[src/rtl/pokey_pot_pkg.sv]
// POKEY pot scanner shared constants.
// Holds FSM state encoding and default scan parameters.
package pokey_pot_pkg;

  localparam logic [1:0] ST_IDLE = 2'd0;
  localparam logic [1:0] ST_DUMP = 2'd1;
  localparam logic [1:0] ST_SCAN = 2'd2;

  localparam int unsigned POT_NUM         = 8;
  localparam int unsigned POT_CNT_W       = 8;
  localparam int unsigned POT_MAX_COUNT   = 228;
  localparam int unsigned POT_MIN_COUNT   = 5;
  localparam int unsigned POT_DUMP_CYCLES = 16;

endpackage

[src/rtl/pot_channel.sv]
// One pot channel: 2-flop input sync, allpot busy bit, result register.
// Ports: clk, rst, pot_in, restart, scan_en, terminal, cnt -> busy, val, fin.
module pot_channel
  import pokey_pot_pkg::*;
#(
  parameter int unsigned CNT_W     = POT_CNT_W,
  parameter int unsigned MIN_COUNT = POT_MIN_COUNT
) (
  input  logic             clk,
  input  logic             rst,
  input  logic             pot_in,
  input  logic             restart,
  input  logic             scan_en,
  input  logic             terminal,
  input  logic [CNT_W-1:0] cnt,
  output logic             busy,
  output logic [CNT_W-1:0] val,
  output logic             fin
);

  logic s1;
  logic pot_s;
  logic latch;

  assign latch = scan_en & busy &
                 ((pot_s & (cnt >= CNT_W'(MIN_COUNT)))
                  | terminal);

  // fin: channel is idle after this edge
  assign fin = ~busy | latch;

  always_ff @(posedge clk or negedge rst) begin
    if (!rst) begin
      s1    <= 1'b0;
      pot_s <= 1'b0;
      busy  <= 1'b0;
      val   <= '0;
    end else begin
      s1    <= pot_in;
      pot_s <= s1;
      if (restart) begin
        busy <= 1'b1;
      end else if (latch) begin
        busy <= 1'b0;
      end
      if (latch) begin
        val <= cnt;
      end
    end
  end

endmodule

[src/rtl/pokey_pot_scanner.sv]
// Multi-channel POKEY pot scanner: dump/scan FSM with shared counter.
// Ports: clk, rst, potgo, fast_mode, line_tick, pot_in -> pot_dump, allpot, pot_val, pot_rdy, scan_cnt.
module pokey_pot_scanner
  import pokey_pot_pkg::*;
#(
  parameter int unsigned NUM_POTS    = POT_NUM,
  parameter int unsigned CNT_W       = POT_CNT_W,
  parameter int unsigned MAX_COUNT   = POT_MAX_COUNT,
  parameter int unsigned MIN_COUNT   = POT_MIN_COUNT,
  parameter int unsigned DUMP_CYCLES = POT_DUMP_CYCLES
) (
  input  logic                      clk,
  input  logic                      rst,
  input  logic                      potgo,
  input  logic                      fast_mode,
  input  logic                      line_tick,
  input  logic [NUM_POTS-1:0]       pot_in,
  output logic                      pot_dump,
  output logic [NUM_POTS-1:0]       allpot,
  output logic [NUM_POTS*CNT_W-1:0] pot_val,
  output logic                      pot_rdy,
  output logic [CNT_W-1:0]          scan_cnt
);

  localparam int unsigned DW = $clog2(DUMP_CYCLES + 1);

  generate
    if (MAX_COUNT >= (1 << CNT_W)) begin : g_cnt_chk
      $error("MAX_COUNT must be below 2**CNT_W");
    end
  endgenerate

  logic [1:0]          state;
  logic [DW-1:0]       dump_cnt;
  logic                tick;
  logic                scan_en;
  logic                terminal;
  logic                all_done;
  logic [NUM_POTS-1:0] fin;

  assign tick     = fast_mode | line_tick;
  // potgo suppresses any latch on its own edge
  assign scan_en  = (state == ST_SCAN) & tick & ~potgo;
  assign terminal = (scan_cnt == CNT_W'(MAX_COUNT));
  assign all_done = &fin;
  assign pot_dump = (state == ST_DUMP);

  genvar g;
  generate
    for (g = 0; g < NUM_POTS; g++) begin : g_ch
      pot_channel #(
        .CNT_W     (CNT_W),
        .MIN_COUNT (MIN_COUNT)
      ) u_ch (
        .clk      (clk),
        .rst      (rst),
        .pot_in   (pot_in[g]),
        .restart  (potgo),
        .scan_en  (scan_en),
        .terminal (terminal),
        .cnt      (scan_cnt),
        .busy     (allpot[g]),
        .val      (pot_val[g*CNT_W +: CNT_W]),
        .fin      (fin[g])
      );
    end
  endgenerate

  always_ff @(posedge clk or negedge rst) begin
    if (!rst) begin
      state    <= ST_IDLE;
      dump_cnt <= '0;
      scan_cnt <= '0;
      pot_rdy  <= 1'b0;
    end else begin
      pot_rdy <= 1'b0;
      if (potgo) begin
        state    <= ST_DUMP;
        dump_cnt <= '0;
        scan_cnt <= '0;
      end else begin
        unique case (state)
          ST_IDLE: ;
          ST_DUMP: begin
            if (dump_cnt == DW'(DUMP_CYCLES - 1)) begin
              state    <= ST_SCAN;
              scan_cnt <= '0;
            end else begin
              dump_cnt <= dump_cnt + 1'b1;
            end
          end
          ST_SCAN: begin
            if (tick) begin
              if (!terminal) begin
                scan_cnt <= scan_cnt + 1'b1;
              end
              if (all_done) begin
                state   <= ST_IDLE;
                pot_rdy <= 1'b1;
              end
            end
          end
          default: state <= ST_IDLE;
        endcase
      end
    end
  end

endmodule
[config.mk]
export PLATFORM = sky130hd
export DESIGN_NAME = pokey_pot_scanner
export DESIGN_NICKNAME = d
export VERILOG_FILES = /design/src/rtl/pokey_pot_pkg.sv /design/src/rtl/pot_channel.sv /design/src/rtl/pokey_pot_scanner.sv
export SDC_FILE = /design/constraint.sdc
export NUM_CORES = 1
export LEC_CHECK = 0
export ABC_CLOCK_PERIOD_IN_PS = 2300
export CAP_MARGIN = 20
export CORE_MARGIN = 2
export CORE_UTILIZATION = 45
export CTS_CLUSTER_SIZE = 30
export DETAILED_ROUTE_END_ITERATION = 8
export GPL_TIMING_DRIVEN = 0
export HOLD_SLACK_MARGIN = 0.1
export PLACE_DENSITY = 0.79
export SLEW_MARGIN = 0
export SYNTH_ARGS = -nofsm -noshare
export SYNTH_HDL_FRONTEND = slang
export SYNTH_SLANG_ARGS = --single-unit
[constraint.sdc]
create_clock -name clk -period 2.3 [get_ports clk]
set_input_delay 0.575 -clock clk [delete_from_list [all_inputs] [get_ports clk]]
set_output_delay 0.575 -clock clk [all_outputs]
set_load 0.1 [all_outputs]
==> results of run 1 <==
synthesized netlist by cell type, drive strengths merged:
| library cell | instances | area, um2 |
|---|---|---|
| nor4 | 1 | 21.3 |
| o31ai | 2 | 15.0 |
| nand3 | 12 | 60.1 |
| clkbuf | 11 | 41.3 |
| nor2b | 6 | 37.5 |
| ha | 5 | 62.6 |
| buf | 10 | 68.8 |
| nor3b | 9 | 163 |
| a22oi | 1 | 7.51 |
| nor2 | 11 | 41.3 |
| or2 | 2 | 12.5 |
| o22ai | 1 | 6.26 |
| and2 | 1 | 6.26 |
| nand2b | 4 | 25.0 |
| o21a | 1 | 7.51 |
| o41ai | 1 | 8.76 |
| dfrtp | 104 | 2600 |
| o211ai | 1 | 7.51 |
| o21ai | 20 | 100 |
| mux2i | 2 | 20.0 |
| nand4 | 3 | 18.8 |
| a21oi | 9 | 45.0 |
| xor2 | 2 | 17.5 |
| o211a | 1 | 10.0 |
| nor3 | 2 | 10.0 |
| inv | 4 | 15.0 |
| a31o | 8 | 70.1 |
| nand2 | 16 | 67.6 |
| and3 | 3 | 18.8 |
| xnor2 | 1 | 8.76 |
| a31oi | 1 | 6.26 |
| mux2 | 64 | 721 |
power by group:
part	internal, mW	leakage [nW]	switching [mW]
Sequential	1.85	1.36	0.0156
Clock	0.410	0.0886	0.638
Combinational	0.0300	1.55	0.0538
stage by stage:
step	worst slack [ps]	std cells	area, um2	setup TNS [ps]	total power [mW]
finish	-3.17	584	6200	-3.17	2.99
global route	-82.9	584	6200	-2670	3.12
CTS	-54.8	583	6180	-547	3.03
detailed placement	-599	542	5500	-40560	1.98
global placement	-3760	541	5480	-358630	1.97
floorplan	-276	319	4390	-17430	1.91
what timing repair did:
item,in CTS,in global routing
setup buffers,26,1
endpoints found under the setup margin,163,81
gates resized for setup,178,11
cloned,1,0
pin swaps,11,9
logic make-up (layout without fill, tap and decap cells):
family                   count (synthesis)  count (layout)
adder cells (fa/ha/maj)                  5               5
XOR/XNOR                                 3               3
multiplexers                            66              66
buffers and inverters                   25             161
AO/OA/AOI/OAI                           46              46
AND/OR/NAND/NOR                         70              70
flip-flops                             104             104
per-layer routing:
metal  track usage  vias to the layer above  wire length, um
met4        0.0738                        0              248
met2         0.377                      130             5610
met5             0                        -                0
met1         0.292                     1611             4530
met3        0.0643                       27              707
li1              -                     1380                -
flip-flops by register name (all words and copies together), names as in the netlist:
name and flops:
g_ch.u_ch.busy 8, dump_cnt 5, scan_cnt 8, g_ch.u_ch.s1 8
g_ch.u_ch.val 64, g_ch.u_ch.pot_s 8, state 2, pot_rdy 1
path summary, 6_finish.rpt:
check / from / end / slack [ps] / depth (start not counted)
max: scan_cnt[1]$_DFFE_PN0P_ / scan_cnt[6]$_DFFE_PN0P_ / -3 / 14
min: rst / g_ch[0].u_ch.busy$_DFFE_PN0P_ / 140 / 1
max reg2reg: scan_cnt[1]$_DFFE_PN0P_ / scan_cnt[6]$_DFFE_PN0P_ / -3 / 14
min reg2reg: g_ch[1].u_ch.s1$_DFF_PN0_ / g_ch[1].u_ch.pot_s$_DFF_PN0_ / 360 / 0
max in group asynchronous: rst / scan_cnt[0]$_DFFE_PN0P_ / 1450 / 2
min in group clk: g_ch[1].u_ch.s1$_DFF_PN0_ / g_ch[1].u_ch.pot_s$_DFF_PN0_ / 360 / 0
cell type report:
type,count,area (um2),share of cell area
Sequential cell,104,2620,0.422
Timing Repair Buffer,121,1190,0.191
Clock inverter,6,53.8,0.00868
Tap cell,129,161,0.0260
Buffer,20,128,0.0206
Multi-Input combinational cell,190,1900,0.307
Clock buffer,10,128,0.0206
Inverter,4,27.5,0.00444
placed cells by master (no fill, tap or decap), types with 4 or more instances in the layout:
cell type,netlist,final
dfrtp_1,104,98
dlygate4sd2_1,0,69
mux2_4,0,52
buf_4,8,21
o21ai_0,20,19
nand2_1,15,15
mux2_2,64,12
clkbuf_1,11,11
nor2_1,11,11
nand3_1,12,10
clkdlybuf4s50_1,0,10
clkbuf_8,0,9
clkdlybuf4s15_2,0,9
nor3b_4,8,8
a31o_2,8,8
buf_6,0,8
buf_12,0,7
a21oi_2,0,6
nor2b_1,6,4
clkinv_4,0,4
dfrtp_2,0,4
==> flow_summary.toml, run 1 <==
[drt]
postRouteWirelength_um = 11100
drt_pass1_iterations = 4
routed_via_density = 5.39
drt-initial-drc-count = 189
routedWlPerCell_um = 19.0
antenna_violation_net_count_after_detailed_routing = 0
remaining_drc_errors = 0
num_vias = 3148

[clock_tree]
cts_made_buffers = 9
worst_setup_hold_path_clk_slew_ps = 100
clk_latency_ps = 360
cts_hold_repair.buffers = 0
cts_max_level = 3
cts_tree = "yes"
clock_tree.buffer_depth = 2
root_cell_of_the_clock_tree = "clkbuf_8"
num_clock_sinks = 104

[global_route]
overflow = 0
grt_usage = 0.228
first_global_vias = 3327
wire_length_of_the_first_global_routing_pass_um = 17900
grt_antenna_before_repair = 0
grt_start_max_net_pins = 77

[sta]
rsz0062_at_grt = "true"
report.final.slew_viol_count = 0
fin_crit_sh = 1.00
worst_hold_slack_ps = 143
timing.final.crit_period_ps = 2300
final-setup-viol-count = 1
max_freq_ghz = 0.434
hold_viol = 0
tightest_slew_ps = 1000
finClkSkew_ps = 13.5
worst_case_headroom_to_the_max_slew_limit = 0.335
final.setup.worst_slack_ps = -3.17

[setup_path]
critical-path-top-cell-by-count = "buf_4"
critPathRequiredTime_ps = 2560
worst_path_dominant_cell_family = "buffers and inverters"
critical_path.cell_chain = "buf_4, buf_4, buf_4, buf_4, buf_4, buf_4, buf_4, buf_4, ha_4, and3_4, nand3_2, and2_4, o21ai_1, o31ai_1"
cpMaxStageDelayCell = "dfrtp_4"
arrival_ps = 2570
worstSetupPathType = "reg -> reg"
critical_path_buf_inv_count = 8
highest_fanout_seen_on_the_critical_path = 3
worstSetupEndpointType = "flip-flop"
critical-path-max-stage-delay_ps = 500
timing.critical_path.from_type = "flip-flop"

[yosys]
synth_seq_area_share = 0.602
syn-mean-instance-area_um2 = 13.6
synthesis.nets = 337
arithmetic_cell_share_of_the_synthesized_area_counting_full_adders_half_adders_and_majority_gates = 0.0145
synthXorXnorAreaFrac = 0.00608
simple_gate_fraction_of_synth_area = 0.111
synth.lib_cells_used.distinct = 36
mappedNetlistArea_um2 = 4320
syn_inst = 319
synth.ff_latch_count = 104
synthesis.yosys.warnings = 0
synth_compound_gate_area_share = 0.0657
synth_top_family_by_area = "multiplexers"
synth.mux.area_fraction = 0.171

[power_and_ir_drop]
irDropWorstVdd_mv = 0.280
power.leakage_nw = 3.00
power-per-cell-area_nw_per_um2 = 483

[run_status]
run_status = "complete, but fails checks"
failed_checks = "negative setup slack"

[final_layout]
filler_cell_count = 709
layout-area-overhead-vs-synth_pct = 43.4
finalCoreUtilization = 0.668
antenna_cells = 0
number_of_nets_at_the_end_of_the_flow = 468
layout-drive-gt1-share = 0.389

[die]
rows = 35
die-area_um2 = 10400
die_width_um = 102
io-pin-count = 95
initial_core_util = 0.466
die_h_um = 102
core_area_um2 = 9280

[worst_hold_path]
hold_path_class = "in -> async"

[place]
detailedPlacementHpwl_um = 7020
port_buffers = 93
finalWeightedCongestion = 0.930

[run]
cap_violations = 0
(Power assumes the default switching activity.)
==> inputs of run 2 (changes only) <==
--- a/config.mk
+++ b/config.mk
@@ -13,7 +13,7 @@
 export DETAILED_ROUTE_END_ITERATION = 8
 export GPL_TIMING_DRIVEN = 0
 export HOLD_SLACK_MARGIN = 0.1
-export PLACE_DENSITY = 0.79
+export PLACE_DENSITY = 0.71
 export SLEW_MARGIN = 0
 export SYNTH_ARGS = -nofsm -noshare
 export SYNTH_HDL_FRONTEND = slang
==> run 2 against run 1 <==
Effect of this change:
- the flow still finishes with violations (negative setup slack)
- critical path type unchanged
- sequential share of layout area is 0.76 points lower
- via count down 2.9%
- combinational power is 2% lower
- first-iteration DRC count up 9.0%
- highest routed layer unchanged
- count of clock-buffer cells in the layout unchanged
- wire length down 2.7%
- utilization is 1.2 points higher
- cell count shrank 0.51%
- total power rose by 1.2%
- largest cell class unchanged
==> flow_summary.toml, run 2 (synthesis gave the netlist of run 1 again) <==
[run_status]
run_status = "complete, but fails checks"
failed_checks = "negative setup slack"

[clock_tree]
clock_tree.buffer_depth = 2
clk_latency_ps = 360
cts_made_buffers = 9
cts_hold_repair.buffers = 0
cts_max_level = 3
root_cell_of_the_clock_tree = "clkbuf_8"
num_clock_sinks = 104
worst_setup_hold_path_clk_slew_ps = 100
cts_tree = "yes"

[global_route]
grt_start_max_net_pins = 74
first_global_vias = 3133
wire_length_of_the_first_global_routing_pass_um = 17300
overflow = 0
grt_usage = 0.219
grt_antenna_before_repair = 0

[drt]
routed_via_density = 5.26
remaining_drc_errors = 0
routedWlPerCell_um = 18.6
num_vias = 3056
postRouteWirelength_um = 10800
drt-initial-drc-count = 206
drt_pass1_iterations = 4
antenna_violation_net_count_after_detailed_routing = 0

[sta]
rsz0062_at_grt = "true"
hold_viol = 0
max_freq_ghz = 0.421
worst_case_headroom_to_the_max_slew_limit = 0.329
tightest_slew_ps = 1010
finClkSkew_ps = 12.3
final.setup.worst_slack_ps = -76.8
final-setup-viol-count = 25
fin_crit_sh = 1.03
timing.final.crit_period_ps = 2380
report.final.slew_viol_count = 0

[power_and_ir_drop]
power-per-cell-area_nw_per_um2 = 479
power.leakage_nw = 3.03
total_design_power_mw = 3.03
irDropWorstVdd_mv = 0.369

[final_layout]
layout-area-overhead-vs-synth_pct = 46.1
final_common_cell = "dfrtp_1"
number_of_nets_at_the_end_of_the_flow = 465
most-common-layout-cells = "dfrtp_1 (98), dlygate4sd2_1 (70), mux2_4 (64)"
layout-drive-gt1-share = 0.383
antenna_cells = 0
max_flop_register = "g_ch.u_ch.val"
finalCoreUtilization = 0.680
largest_reg_flops = 64

[die]
die_width_um = 102
die_h_um = 102
rows = 35
initial_core_util = 0.466
die-area_um2 = 10400
io-pin-count = 95
core_area_um2 = 9280

[place]
port_buffers = 93
finalWeightedCongestion = 0.884
detailedPlacementHpwl_um = 6890

[worst_hold_path]
hold_path_class = "in -> async"

[setup_path]
critical_path_buf_inv_count = 6
highest_fanout_seen_on_the_critical_path = 8
critical_path.cell_chain = "clkbuf_16, inv_8, ha_4, nand3_4, nor4_4, buf_4, clkbuf_16, buf_12, a21oi_4, nor3b_4, buf_12, mux2_4"
critical-path-max-stage-delay_ps = 500
cpMaxStageDelayCell = "dfrtp_4"
worst_path_dominant_cell_family = "buffers and inverters"
timing.critical_path.from_type = "flip-flop"
worstSetupEndpointType = "flip-flop"
arrival_ps = 2630
critPathRequiredTime_ps = 2550
worstSetupPathType = "reg -> reg"

[run]
cap_violations = 0
[run 2: changes by cell type in the layout (fill, tap and decap cells not counted), sizes merged]
cell,delta
inv,+2
dlygate4sd2,+1
clkinv,-2
buf,-4
[run 2: area by class of cell]
cell class                 instances  area, um2
fill                             711       2970
sequential                       104       2620
multi-input combinational        190       1980
timing repair buffer             118       1220
tap                              129        161
clock buffer                      10        138
buffer                            20        128
clock inverter                     6       50.0
inverter                           4       22.5
[run 2: worst paths after layout]
| kind | start | end | slack [ps] | depth (start not counted) |
|---|---|---|---|---|
| max | scan_cnt[1]$_DFFE_PN0P_ | g_ch[2].u_ch.val[2]$_DFFE_PN0P_ | -80 | 12 |
| min | rst | g_ch[2].u_ch.s1$_DFF_PN0_ | 150 | 1 |
| max reg2reg | scan_cnt[1]$_DFFE_PN0P_ | g_ch[2].u_ch.val[2]$_DFFE_PN0P_ | -80 | 12 |
| min reg2reg | g_ch[4].u_ch.s1$_DFF_PN0_ | g_ch[4].u_ch.pot_s$_DFF_PN0_ | 360 | 0 |
| max in group asynchronous | rst | g_ch[1].u_ch.val[6]$_DFFE_PN0P_ | 1470 | 2 |
| min in group clk | g_ch[4].u_ch.s1$_DFF_PN0_ | g_ch[4].u_ch.pot_s$_DFF_PN0_ | 360 | 0 |
[run 2: repair_timing]
action                                  CTS  global route
pin swaps                                10            18
endpoints found under the setup margin  163            82
gates cloned                              1             0
buffers inserted                         20             3
gates resized for setup                 191            10
[run 2: power breakdown]
part	switching [mW]	internal, mW	total, mW
registers	0.0178	1.85	1.86
logic	0.0530	0.0295	0.0825
clock network	0.644	0.437	1.08
[run 2: metal layers]
metal | global-route usage | part of all wire
met2 | 0.356 | 0.51
met5 | 0 | 0
met4 | 0.0677 | 0.0098
met3 | 0.0438 | 0.047
met1 | 0.301 | 0.43
[run 2: worst reg2reg max path, delay by kind of cell, from the launching register on]
family	cells	cell delay (ps)
buf+inv	6	840
flops	1	500
simple gates	3	470
mux	1	310
fa+ha+maj	1	140
compound gates	1	30
[run 2: per-stage QoR]
stage                     TNS (ps)  setup WS (ps)  hold slack [ps]  instances  area [um2]
after CTS                    -8230           -182              151        579        6290
after global placement     -372650          -3910              334        541        5480
after detailed placement    -41050           -620              335        542        5500
final                         -852          -76.8              150        581        6310
after global routing         -5140           -135              172        581        6310
after floorplan             -17430           -276              279        319        4390
